===== src/rtl/inst_fetch_ctrl.sv =====
// inst_fetch_ctrl: instruction fetch sequencer for a combinational 64-bit ROM.
//   - Holds the PC and drives the ROM chip enable and byte address.
//   - Buffers fetched words in a small prefetch FIFO feeding decode via valid/ready.
//   - Handles branch redirect/flush and halt/resume.
//   - Shares the single ROM port with a debug reader through an alternating arbiter.
// Ports:
//   clk, rst                      clock, async active-low reset
//   rom_ce_o/rom_addr_o/rom_inst_i ROM port (data valid in the same cycle as ce)
//   inst_o/inst_pc_o/inst_valid_o/inst_ready_i  FIFO head to decode
//   branch_flag_i/branch_target_i redirect request
//   halt_i                        stop fetching
//   dbg_req_i/dbg_addr_i/dbg_ack_o/dbg_rdata_o  debug read port
module inst_fetch_ctrl #(
  parameter int                ADDR_W     = 32,
  parameter int                INST_W     = 64,
  parameter logic [ADDR_W-1:0] RESET_PC   = '0,
  parameter int                FIFO_DEPTH = 2
) (
  input  logic              clk,
  input  logic              rst,
  output logic              rom_ce_o,
  output logic [ADDR_W-1:0] rom_addr_o,
  input  logic [INST_W-1:0] rom_inst_i,
  output logic [INST_W-1:0] inst_o,
  output logic [ADDR_W-1:0] inst_pc_o,
  output logic              inst_valid_o,
  input  logic              inst_ready_i,
  input  logic              branch_flag_i,
  input  logic [ADDR_W-1:0] branch_target_i,
  input  logic              halt_i,
  input  logic              dbg_req_i,
  input  logic [ADDR_W-1:0] dbg_addr_i,
  output logic              dbg_ack_o,
  output logic [INST_W-1:0] dbg_rdata_o
);

  localparam int PTR_W = (FIFO_DEPTH > 1) ? $clog2(FIFO_DEPTH) : 1;
  localparam int CNT_W = PTR_W + 1;

  typedef enum logic [1:0] {S_BOOT, S_FETCH, S_HALT} state_t;

  state_t            r_state;
  logic [ADDR_W-1:0] r_pc;
  logic              r_last_dbg;
  logic [PTR_W-1:0]  r_rd_ptr;
  logic [PTR_W-1:0]  r_wr_ptr;
  logic [CNT_W-1:0]  r_cnt;
  logic [INST_W-1:0] r_mem_inst [FIFO_DEPTH];
  logic [ADDR_W-1:0] r_mem_pc   [FIFO_DEPTH];

  logic              w_pop;
  logic              w_space;
  logic              w_branch;
  logic              w_fetch_req;
  logic              w_dbg_req;
  logic              w_dbg_gnt;
  logic              w_fetch_gnt;
  logic [ADDR_W-1:0] w_dbg_addr;
  logic [ADDR_W-1:0] w_br_addr;

  assign inst_valid_o = (r_cnt != '0);
  assign inst_o       = inst_valid_o ? r_mem_inst[r_rd_ptr] : '0;
  assign inst_pc_o    = inst_valid_o ? r_mem_pc[r_rd_ptr]   : '0;

  assign w_pop    = inst_valid_o & inst_ready_i;
  // A slot freed by this cycle's pop counts as space, so a full FIFO
  // drained every cycle still fetches back-to-back.
  assign w_space  = (r_cnt != CNT_W'(FIFO_DEPTH)) | w_pop;
  assign w_branch = branch_flag_i & (r_state != S_BOOT);

  assign w_fetch_req = (r_state == S_FETCH) & ~halt_i & ~branch_flag_i & w_space;
  // The ROM stays idle during BOOT (and therefore during reset) for both requesters.
  assign w_dbg_req   = dbg_req_i & (r_state != S_BOOT);
  // Debug has priority except right after its own grant, so both sides progress.
  assign w_dbg_gnt   = w_dbg_req & (~w_fetch_req | ~r_last_dbg);
  assign w_fetch_gnt = w_fetch_req & ~w_dbg_gnt;

  assign w_dbg_addr = {dbg_addr_i[ADDR_W-1:3], 3'b000};
  assign w_br_addr  = {branch_target_i[ADDR_W-1:3], 3'b000};

  assign rom_ce_o   = w_fetch_gnt | w_dbg_gnt;
  assign rom_addr_o = w_fetch_gnt ? r_pc : (w_dbg_gnt ? w_dbg_addr : '0);

  // FSM, PC, arbiter history and debug response.
  always_ff @(posedge clk or negedge rst) begin
    if (!rst) begin
      r_state     <= S_BOOT;
      r_pc        <= RESET_PC;
      r_last_dbg  <= 1'b0;
      dbg_ack_o   <= 1'b0;
      dbg_rdata_o <= '0;
    end else begin
      case (r_state)
        S_BOOT:  r_state <= S_FETCH;
        S_FETCH: if (halt_i)  r_state <= S_HALT;
        S_HALT:  if (!halt_i) r_state <= S_FETCH;
        default: r_state <= S_BOOT;
      endcase
      if (w_branch)         r_pc <= w_br_addr;
      else if (w_fetch_gnt) r_pc <= r_pc + ADDR_W'(8);
      r_last_dbg <= w_dbg_gnt;
      dbg_ack_o  <= w_dbg_gnt;
      if (w_dbg_gnt) dbg_rdata_o <= rom_inst_i;
    end
  end

  // FIFO pointers/occupancy; a branch flushes and overrides any pop.
  always_ff @(posedge clk or negedge rst) begin
    if (!rst) begin
      r_rd_ptr <= '0;
      r_wr_ptr <= '0;
      r_cnt    <= '0;
    end else if (w_branch) begin
      r_rd_ptr <= '0;
      r_wr_ptr <= '0;
      r_cnt    <= '0;
    end else begin
      if (w_fetch_gnt) r_wr_ptr <= r_wr_ptr + PTR_W'(1);
      if (w_pop)       r_rd_ptr <= r_rd_ptr + PTR_W'(1);
      case ({w_fetch_gnt, w_pop})
        2'b10:   r_cnt <= r_cnt + CNT_W'(1);
        2'b01:   r_cnt <= r_cnt - CNT_W'(1);
        default: r_cnt <= r_cnt;
      endcase
    end
  end

  // Storage needs no reset: entries are only visible while counted valid.
  always_ff @(posedge clk) begin
    if (w_fetch_gnt) begin
      r_mem_inst[r_wr_ptr] <= rom_inst_i;
      r_mem_pc[r_wr_ptr]   <= r_pc;
    end
  end

endmodule


===== config.mk =====
export PLATFORM = sky130hd
export DESIGN_NAME = inst_fetch_ctrl
export DESIGN_NICKNAME = d
export VERILOG_FILES = /design/src/rtl/inst_fetch_ctrl.sv
export SDC_FILE = /design/constraint.sdc
export NUM_CORES = 1
export LEC_CHECK = 0
export ABC_AREA = 1
export BUFFER_PORTS_ARGS = -buffer_cell sky130_fd_sc_hd__buf_2
export CAP_MARGIN = 0
export CORE_MARGIN = 2
export CORE_UTILIZATION = 55
export CTS_CLUSTER_SIZE = 8
export DETAILED_ROUTE_END_ITERATION = 8
export PLACE_DENSITY = 0.84
export SYNTH_ARGS = -nofsm -noshare
export SYNTH_HDL_FRONTEND = slang
export SYNTH_SLANG_ARGS = --single-unit

===== constraint.sdc =====
create_clock -name clk -period 14.7 [get_ports clk]
set_clock_uncertainty 0.15 [all_clocks]
set_input_delay 0.735 -clock clk [delete_from_list [all_inputs] [get_ports clk]]
set_output_delay 0.735 -clock clk [all_outputs]
set_load 0.02 [all_outputs]

# After elaboration in Yosys (flattened, before gate mapping)
# Memories as Yosys holds them, arrays and structs flattened.
# Index checks and enable logic that the tools add are counted.
dict set report totals {
  ff_bits 103
  latch_bits 0
  mem_bits_rw 192
  mem_bits_ro 0
  inputBits 134
  out_inout_bits 195
  elab_cells 61
  memories 2
}
# name depth width read_ports rd_clocked_by_memory_dff write_ports line_no
set memory_table {}
lappend memory_table {r_mem_inst 2 64 1 0 1 48} ;# logic [INST_W-1:0] r_mem_inst [FIFO_DEPTH];
lappend memory_table {r_mem_pc 2 32 1 0 1 49} ;# logic [ADDR_W-1:0] r_mem_pc [FIFO_DEPTH];
dict set report op_classes {
  n_addsub 5
  multipliers 0
  div 0
  n_lt_le_gt_ge 0
  n_eq_ne 7
  n_shift 0
  n_mux 17
  n_bitwise 16
  n_reduce_logical 7
}
# operator n
set ops {}
lappend ops {{$mux 32} 5}
lappend ops {{$mux 64} 1}
lappend ops {{$add 32x4->32 const B} 1}
lappend ops {{$and 1x1->1} 8}
lappend ops {{$reduce_bool 2->1} 4}
lappend ops {{$mux 1} 6}
lappend ops {{$mux 2} 3}
lappend ops {{$ne 2x2->1 const B} 3}
lappend ops {{$pmux 2 s3} 1}
lappend ops {{$not 1->1} 5}
lappend ops {{$eq 2x1->1 const B} 2}
lappend ops {{$eq 2x2->1 const B} 2}
lappend ops {{$pmux 2 s2} 1}
lappend ops {{$or 1x1->1} 3}
lappend ops {{$reduce_bool 3->1} 1}
lappend ops {{$add 1x1->1 const B} 2}
lappend ops {{$add 2x1->2 const B} 1}
lappend ops {{$logic_not 2->1} 1}
lappend ops {{$reduce_and 2->1} 1}
lappend ops {{$sub 2x1->2 const B} 1}

# Depth between registers and ports, before layout
# Gate-level depths: netlist (run 1).
dict set report depth {
  word_depth 12
  depth_mapped 11
  depth_no_buf 10
}

# Worst setup path after synthesis (run 1)
# Ideal clock, no wire load.
dict set report synth_path {
  path_type {input -> register}
  startpoint {input port branch_flag_i}
  endpoint {memory r_mem_inst[1][0], enable pin}
  arrival_ns 5.238
  required_ns 14.004
  setup_slack_ns 8.766
  stages 6
  path_buffers 1
  path_cell_list {nor2_1 -> nand2_1 -> nor2_4 -> o21ai_4 -> clkbuf_1 -> nor2_1}
}
dict set report synth_via {
  elab_chain_len 10
}
# element line_no
set synth_rtl {}
lappend synth_rtl {{from (decl)} 28} ;# input logic branch_flag_i,
lappend synth_rtl {{$not 1->1 (*)} 71} ;# assign w_fetch_req = (r_state == S_FETCH) & ~halt_i & ~branch_flag_i & w_space;
lappend synth_rtl {{$and 1x1->1 (*) (2 in a row)} 71}
lappend synth_rtl {{$not 1->1} 75} ;# assign w_dbg_gnt = w_dbg_req & (~w_fetch_req | ~r_last_dbg);
lappend synth_rtl {{$or 1x1->1} 75}
lappend synth_rtl {{$and 1x1->1} 75}
lappend synth_rtl {{$not 1->1} 76} ;# assign w_fetch_gnt = w_fetch_req & ~w_dbg_gnt;
lappend synth_rtl {{$and 1x1->1 (*)} 76}
lappend synth_rtl {{$mux 1 (*)} 130} ;# if (w_fetch_gnt) begin
lappend synth_rtl {{$mux 1 (implied by the code) (*)} 131} ;# r_mem_inst[r_wr_ptr] <= rom_inst_i;
lappend synth_rtl {{to (decl)} 48}
# Every way passes the cells marked *; elsewhere a longest branch is shown, timed or not.

# Worst setup path after layout (run 1)
dict set report layout_path {
  startpoint {register r_rd_ptr}
  endpoint {output port inst_pc_o[12]}
}
dict set report layout_via {
  elab_chain_len 2
}
# element line_no
set layout_rtl {}
lappend layout_rtl {{from (decl)} 45} ;# logic [PTR_W-1:0] r_rd_ptr;
lappend layout_rtl {{from (signal assigned)} 119} ;# if (w_pop) r_rd_ptr <= r_rd_ptr + PTR_W'(1);
lappend layout_rtl {{$mem_v2 2x32} --}
lappend layout_rtl {{$mux 32} 63} ;# assign inst_pc_o = inst_valid_o ? r_mem_pc[r_rd_ptr] : '0;
lappend layout_rtl {{to (decl)} 25} ;# output logic [ADDR_W-1:0] inst_pc_o,
# Every way passes these cells.

==> results.toml, run 1 <==
[placed_design]
place_area_sq_mm = 0.01395
post-place-ws_ns = 10.78
hpwl_mm = 22.74
gp_congestion = 0.9380
port_buffers = 316

[route]
vias = 10257
drtIter0Drc = 939
wire_per_inst_microns = 18.35
via_per_inst = 5.459
drtPass1Iterations = 5
drc = 0
drt_wl_total_mm = 34.47
antenna_left = 0

[sta]
fmax_mhz = 220.6
finalCritPeriodShare_pct = 30.84
slew_headroom_pct = 23.95
hold_viol = 0
setup-violations-final = 0
rsz0062_at_grt = "false"
fin_hold_ws_ns = 0.1031
report.final.slew_viol_count = 0
fin_ws_ns = 10.17
period_minus_slack_ns = 4.534
worst_slew_pin_slew_ns = 1.141
tns_ns = 0

[logic_synthesis]
synth_area_sq_mm = 0.01229
ys_seq_area_share_pct = 65.78
yosysTopAreaCell = "edfxtp_1"
avgSynthCellArea_sq_um = 9.788
yosysWarnings = 0
yosys.cell_types.count = 38
synth.area.top_cells = "edfxtp_1 45%, dfrtp_1 20%, nand2_1 17%"
synth-seq-cells = 286
synthArstFlopShare_pct = 34.97
synth_top_area_share_pct = 45.43
synthTopCellsByCount = "549 x nand2_1, 186 x edfxtp_1, 100 x dfrtp_1"
synthCells = 1256
synth_top_flop_cell = "edfxtp_1"
yosysMostFrequentCell = "nand2_1"
synth_edf_count = 186

[grt]
grt_pass1_vias = 9952
antenna_found_initial = 2
grt_start_max_net_pins = 95
grt_usage_pct = 28.51
overflow = 0
grt_pass1_wl_mm = 53.12

[clock_tree]
cts_hold_buf = 0
clkTransAtPathRegs_ns = 0.05
root_buffer = "clkbuf_16"
ctsResizeCount = 0
ctsHtreeMaxLevel = 2
clock_path_buffers = 3
cts_setup_buffers = 0
clk_latency_ns = 0.50
cts_tree = "yes"
cts_buffers = 41
clock-sinks = 286

[worst_setup_path]
crit_family = "buffers and inverters"
path_buf_inv = 3
worstPathMaxFanout = 94
critical_path_arrival_ns = 3.65
required_ns = 13.82
cp-end-kind = "primary output"
crit_chain = "clkinv_2, buf_4, nand2_1, a21oi_1, buf_2"
crit_slowest_cell = "dfrtp_4"
cpPeakStageDelay_ns = 1.09
cp-start-kind = "flip-flop"
critical_path_class = "flip-flop to primary output"

[floorplan]
fp.dieW_microns = 153.5
die_area_sq_mm = 0.02357
ios = 329
die_h_microns = 153.5
start_util_pct = 56.16
rows = 54
coreArea_sq_mm = 0.02189

[run_status]
status = "complete, no violations"

[power]
p_per_area_mw_per_mm2 = 201.1
leakage_nw = 6.955
ir_drop_v = 0.00008495

[hold_path]
hold_path.class = "primary input to asynchronous set/reset pin"

[finish]
syn2layout_area_growth_pct = 23.25
drive_above_1_share_pct = 24.75
fillers = 1607
final_util_pct = 69.22
nets = 1699
postLayoutCellArea_sq_mm = 0.01515

[run]
drv_cap = 0
-- where the power goes --
part	internal [W]	switching [W]
clock network	0.000537	0.000321
logic	0.000284	0.000729
registers	0.00103	0.000149
-- kinds of logic after synthesis --
family | synth area share, %
AOI/OAI and AO/OA | 7.114
buffers and inverters | 4.783
DFF | 65.78
and+or+nand+nor | 21.83
adders and majority gates | 0.1018
other | 0.03050
xor gates and xnor gates | 0.3562
-- worst paths after layout --
check,end,start,slack (ns),cells after the start
setup / recovery,inst_pc_o[12],r_rd_ptr,10.17,5
hold / removal,r_pc[10],rst,0.10,1
setup reg to reg,r_mem_inst[0][17],r_cnt[0],11.54,9
hold reg to reg,r_state[1],r_state[0],0.31,1
max in group asynchronous,r_rd_ptr,rst,12.93,2
min in group clk,r_mem_inst[1][23],rom_inst_i[23],0.29,1
-- layout make-up --
class / instances / area [sq um] / area share (%)
multi-input cells: 861 / 3655 / 24.12
repair buffers: 327 / 1667 / 11.00
flip-flops and latches: 286 / 8092 / 53.40
clock buffers: 74 / 1181 / 7.795
well taps: 280 / 350.3 / 2.312
clock inverters: 1 / 16.27 / 0.1073
diodes: 3 / 7.507 / 0.04954
inverters: 47 / 185.2 / 1.222
-- cell usage in the layout (no fill, tap or decap), types with 3 or more instances in the layout --
master,count
conb_1,6
buf_4,12
xor2_1,5
inv_2,5
inv_1,40
buf_2,315
o211ai_1,4
a21oi_1,97
nor2_2,4
nand2_1,548
clkbuf_16,42
edfxtp_1,186
nor2_4,3
clkbuf_1,31
dfrtp_1,99
o21ai_1,10
nand3_1,41
a31oi_1,4
nor2_1,77
diode_2,3
o21ai_0,44
-- through the flow --
step	instances	total power (W)
6_report	1879	0.003047
5_1_grt	1877	0.003194
4_1_cts	1876	0.003052
3_5_place_dp	1801	0.002189
3_3_place_gp	1801	0.002153
2_1_floorplan	1261	0.001813
-- routing by layer --
| layer | vias to the layer above | wire length [microns] | track usage [%] |
|---|---|---|---|
| met5 | - | 0 | 0 |
| met4 | 0 | 1250 | 10.48 |
| met3 | 93 | 3119 | 5.524 |
| met2 | 597 | 17450 | 50.29 |
| met1 | 4817 | 12650 | 35.06 |
| li1 | 4750 | - | - |
-- flip-flops by register name (all words and copies together), names as in the netlist --
| signal | flops |
|---|---|
| dbg_rdata_o | 64 |
| r_cnt | 2 |
| r_last_dbg | 1 |
| r_mem_inst | 128 |
| r_mem_pc | 58 |
| r_pc | 29 |
| r_rd_ptr | 1 |
| r_state | 2 |
| r_wr_ptr | 1 |
Note: power is estimated with default switching activity, not from simulation.
==> inputs of run 2 (changes only) <==
--- a/config.mk
+++ b/config.mk
@@ -9,10 +9,10 @@
 export BUFFER_PORTS_ARGS = -buffer_cell sky130_fd_sc_hd__buf_2
 export CAP_MARGIN = 0
 export CORE_MARGIN = 2
-export CORE_UTILIZATION = 55
+export CORE_UTILIZATION = 48
 export CTS_CLUSTER_SIZE = 8
 export DETAILED_ROUTE_END_ITERATION = 8
-export PLACE_DENSITY = 0.84
+export PLACE_DENSITY = 0.78
 export SYNTH_ARGS = -nofsm -noshare
 export SYNTH_HDL_FRONTEND = slang
 export SYNTH_SLANG_ARGS = --single-unit
==> constraint.sdc (replaced) <==
create_clock -name clk -period 3.87 [get_ports clk]
set_clock_uncertainty 0.15 [all_clocks]
set_input_delay 0.1935 -clock clk [delete_from_list [all_inputs] [get_ports clk]]
set_output_delay 0.1935 -clock clk [all_outputs]
set_load 0.02 [all_outputs]
==> results.toml, run 2 (synthesized netlist as in run 1, its figures left out) <==
[run_status]
status = "complete, no violations"

[route]
wl_met2_mm = 17.65
via_per_inst = 5.200
drc = 0
drtPass1Iterations = 6
wire_per_inst_microns = 17.53
top_layer = "met4"
met3_length_mm = 2.952
drtIter0Drc = 981
antenna_left = 0
vias = 10546
wl_met1_mm = 13.64
drt_wl_total_mm = 35.55

[worst_setup_path]
crit_chain = "inv_2, nor2_1, nand2_1, nor2_4, nand2_1, nand2_2, clkinv_2, nand2_1, o21ai_0, buf_2"
r2r-start = "r_state[1]"
cpPeakStageDelay_ns = 0.61
path_buf_inv = 3
r2r_end = "r_pc[20]"
cp-start-kind = "flip-flop"
critical_path_class = "flip-flop to primary output"
required_ns = 3.53
crit_path_frequent_cell = "nand2_1"
cp-end-kind = "primary output"
worstPathMaxFanout = 51
rrSetupSlack_ns = 1.32
critical_path_arrival_ns = 2.71
crit_slowest_cell = "clkinv_2"
worst-r2r-cell-count = 9
crit_family = "buffers and inverters"

[finish]
largestRegisters = "r_mem_inst (128), dbg_rdata_o (64), r_mem_pc (58)"
diodes = 0
final_util_pct = 64.48
postLayoutCellArea_sq_mm = 0.01624
drive_above_1_share_pct = 23.56
final_cell_mix = "548 x nand2_1, 315 x buf_2, 186 x edfxtp_1"
syn2layout_area_growth_pct = 32.07
nets = 1800
largest_register_ffs = 128
instances_no_fill = 2028
mostFrequentLayoutCell = "nand2_1"
top_register = "r_mem_inst"

[power]
ir_drop_v = 0.0004808
p_per_area_mw_per_mm2 = 722.3
leakage_nw = 7.392

[floorplan]
start_util_pct = 48.82
die_h_microns = 164.0
fp.dieW_microns = 164.0
rows = 58
ios = 329
coreArea_sq_mm = 0.02518
die_area_sq_mm = 0.02691

[sta]
rsz0062_at_grt = "false"
worst_slew_pin_slew_ns = 1.109
hold_viol = 0
tns_ns = 0
report.final.slew_viol_count = 0
finalCritPeriodShare_pct = 78.79
slew_headroom_pct = 25.78
period_minus_slack_ns = 3.049
fmax_mhz = 327.9
fin_hold_ws_ns = 0.1155
setup-violations-final = 0

[placed_design]
place_area_sq_mm = 0.01407
gp_congestion = 0.9352
port_buffers = 316
dp.cells = 1855
hpwl_mm = 21.96

[run]
drv_cap = 0

[grt]
grt_pass1_wl_mm = 54.03
grt_start_max_net_pins = 65
antenna_found_initial = 0
grt_pass1_vias = 10105
grt_usage_pct = 25.94
overflow = 0

[clock_tree]
clkTransAtPathRegs_ns = 0.05
cts_buffers = 41
cts_tree = "yes"
clock-sinks = 286
ctsHtreeMaxLevel = 2
clk_latency_ns = 0.51
clock_path_buffers = 3
root_buffer = "clkbuf_16"

[hold_path]
hold_path.class = "primary input to asynchronous set/reset pin"
==> run 2: changes by cell type in the layout (fill, tap and decap cells not counted), sizes merged <==
| cell | before | now |
|---|---|---|
| inv | 46 | 45 |
| dlygate4sd3 | 0 | 97 |
| clkbuf | 74 | 73 |
| diode | 3 | 0 |
| clkinv | 2 | 5 |
| buf | 327 | 331 |
==> run 2: metal layers <==
metal	vias up	global-route usage, %
met5	-	0
met1	4939	32.42
li1	4946	-
met2	565	44.48
met3	96	5.379
met4	0	9.888
==> run 2: worst max path at each step <==
stage               startpoint          endpoint  slack, ns  cells past startpoint
global route        r_state[1]     rom_addr_o[5]       0.60                      8
finish              r_state[0]    rom_addr_o[12]       0.82                     10
detailed placement  r_state[1]    rom_addr_o[12]       1.34                      9
floorplan           r_state[1]  r_mem_inst[0][0]       0.01                      5
CTS                 r_state[0]    rom_addr_o[12]       0.78                     10
global placement    r_state[1]    rom_addr_o[12]       1.40                      9
==> run 2: layout make-up <==
type | count | area [sq um]
Fill cell | 1931 | 8945
Clock inverter | 3 | 41.29
Clock buffer | 73 | 1156
Timing Repair Buffer | 428 | 2693
Tap cell | 330 | 412.9
Inverter | 47 | 187.7
Sequential cell | 286 | 8092
Multi-Input combinational cell | 861 | 3655
==> run 2: power by group <==
group	switching (W)	internal, W
clock network	0.00127	0.00201
registers	0.000472	0.00390
logic	0.00289	0.00118
total	0.00463	0.00709
==> run 2: what timing repair did <==
item | 4_1_cts | 5_1_grt
endpoints found under the setup margin | 0 | 0
buffers inserted | 0 | 0
endpoints found under the hold margin | 269 | 0
resized for setup | 0 | 0
hold buffers | 97 | 0
==> run 2: per-stage QoR <==
stage          total power [W]  worst slack (ns)
2_1_floorplan         0.006880           0.01443
4_1_cts                0.01174            0.7846
3_5_place_dp          0.008342             1.344
3_3_place_gp          0.008253             1.404
6_report               0.01173            0.8207
5_1_grt                0.01236            0.5964
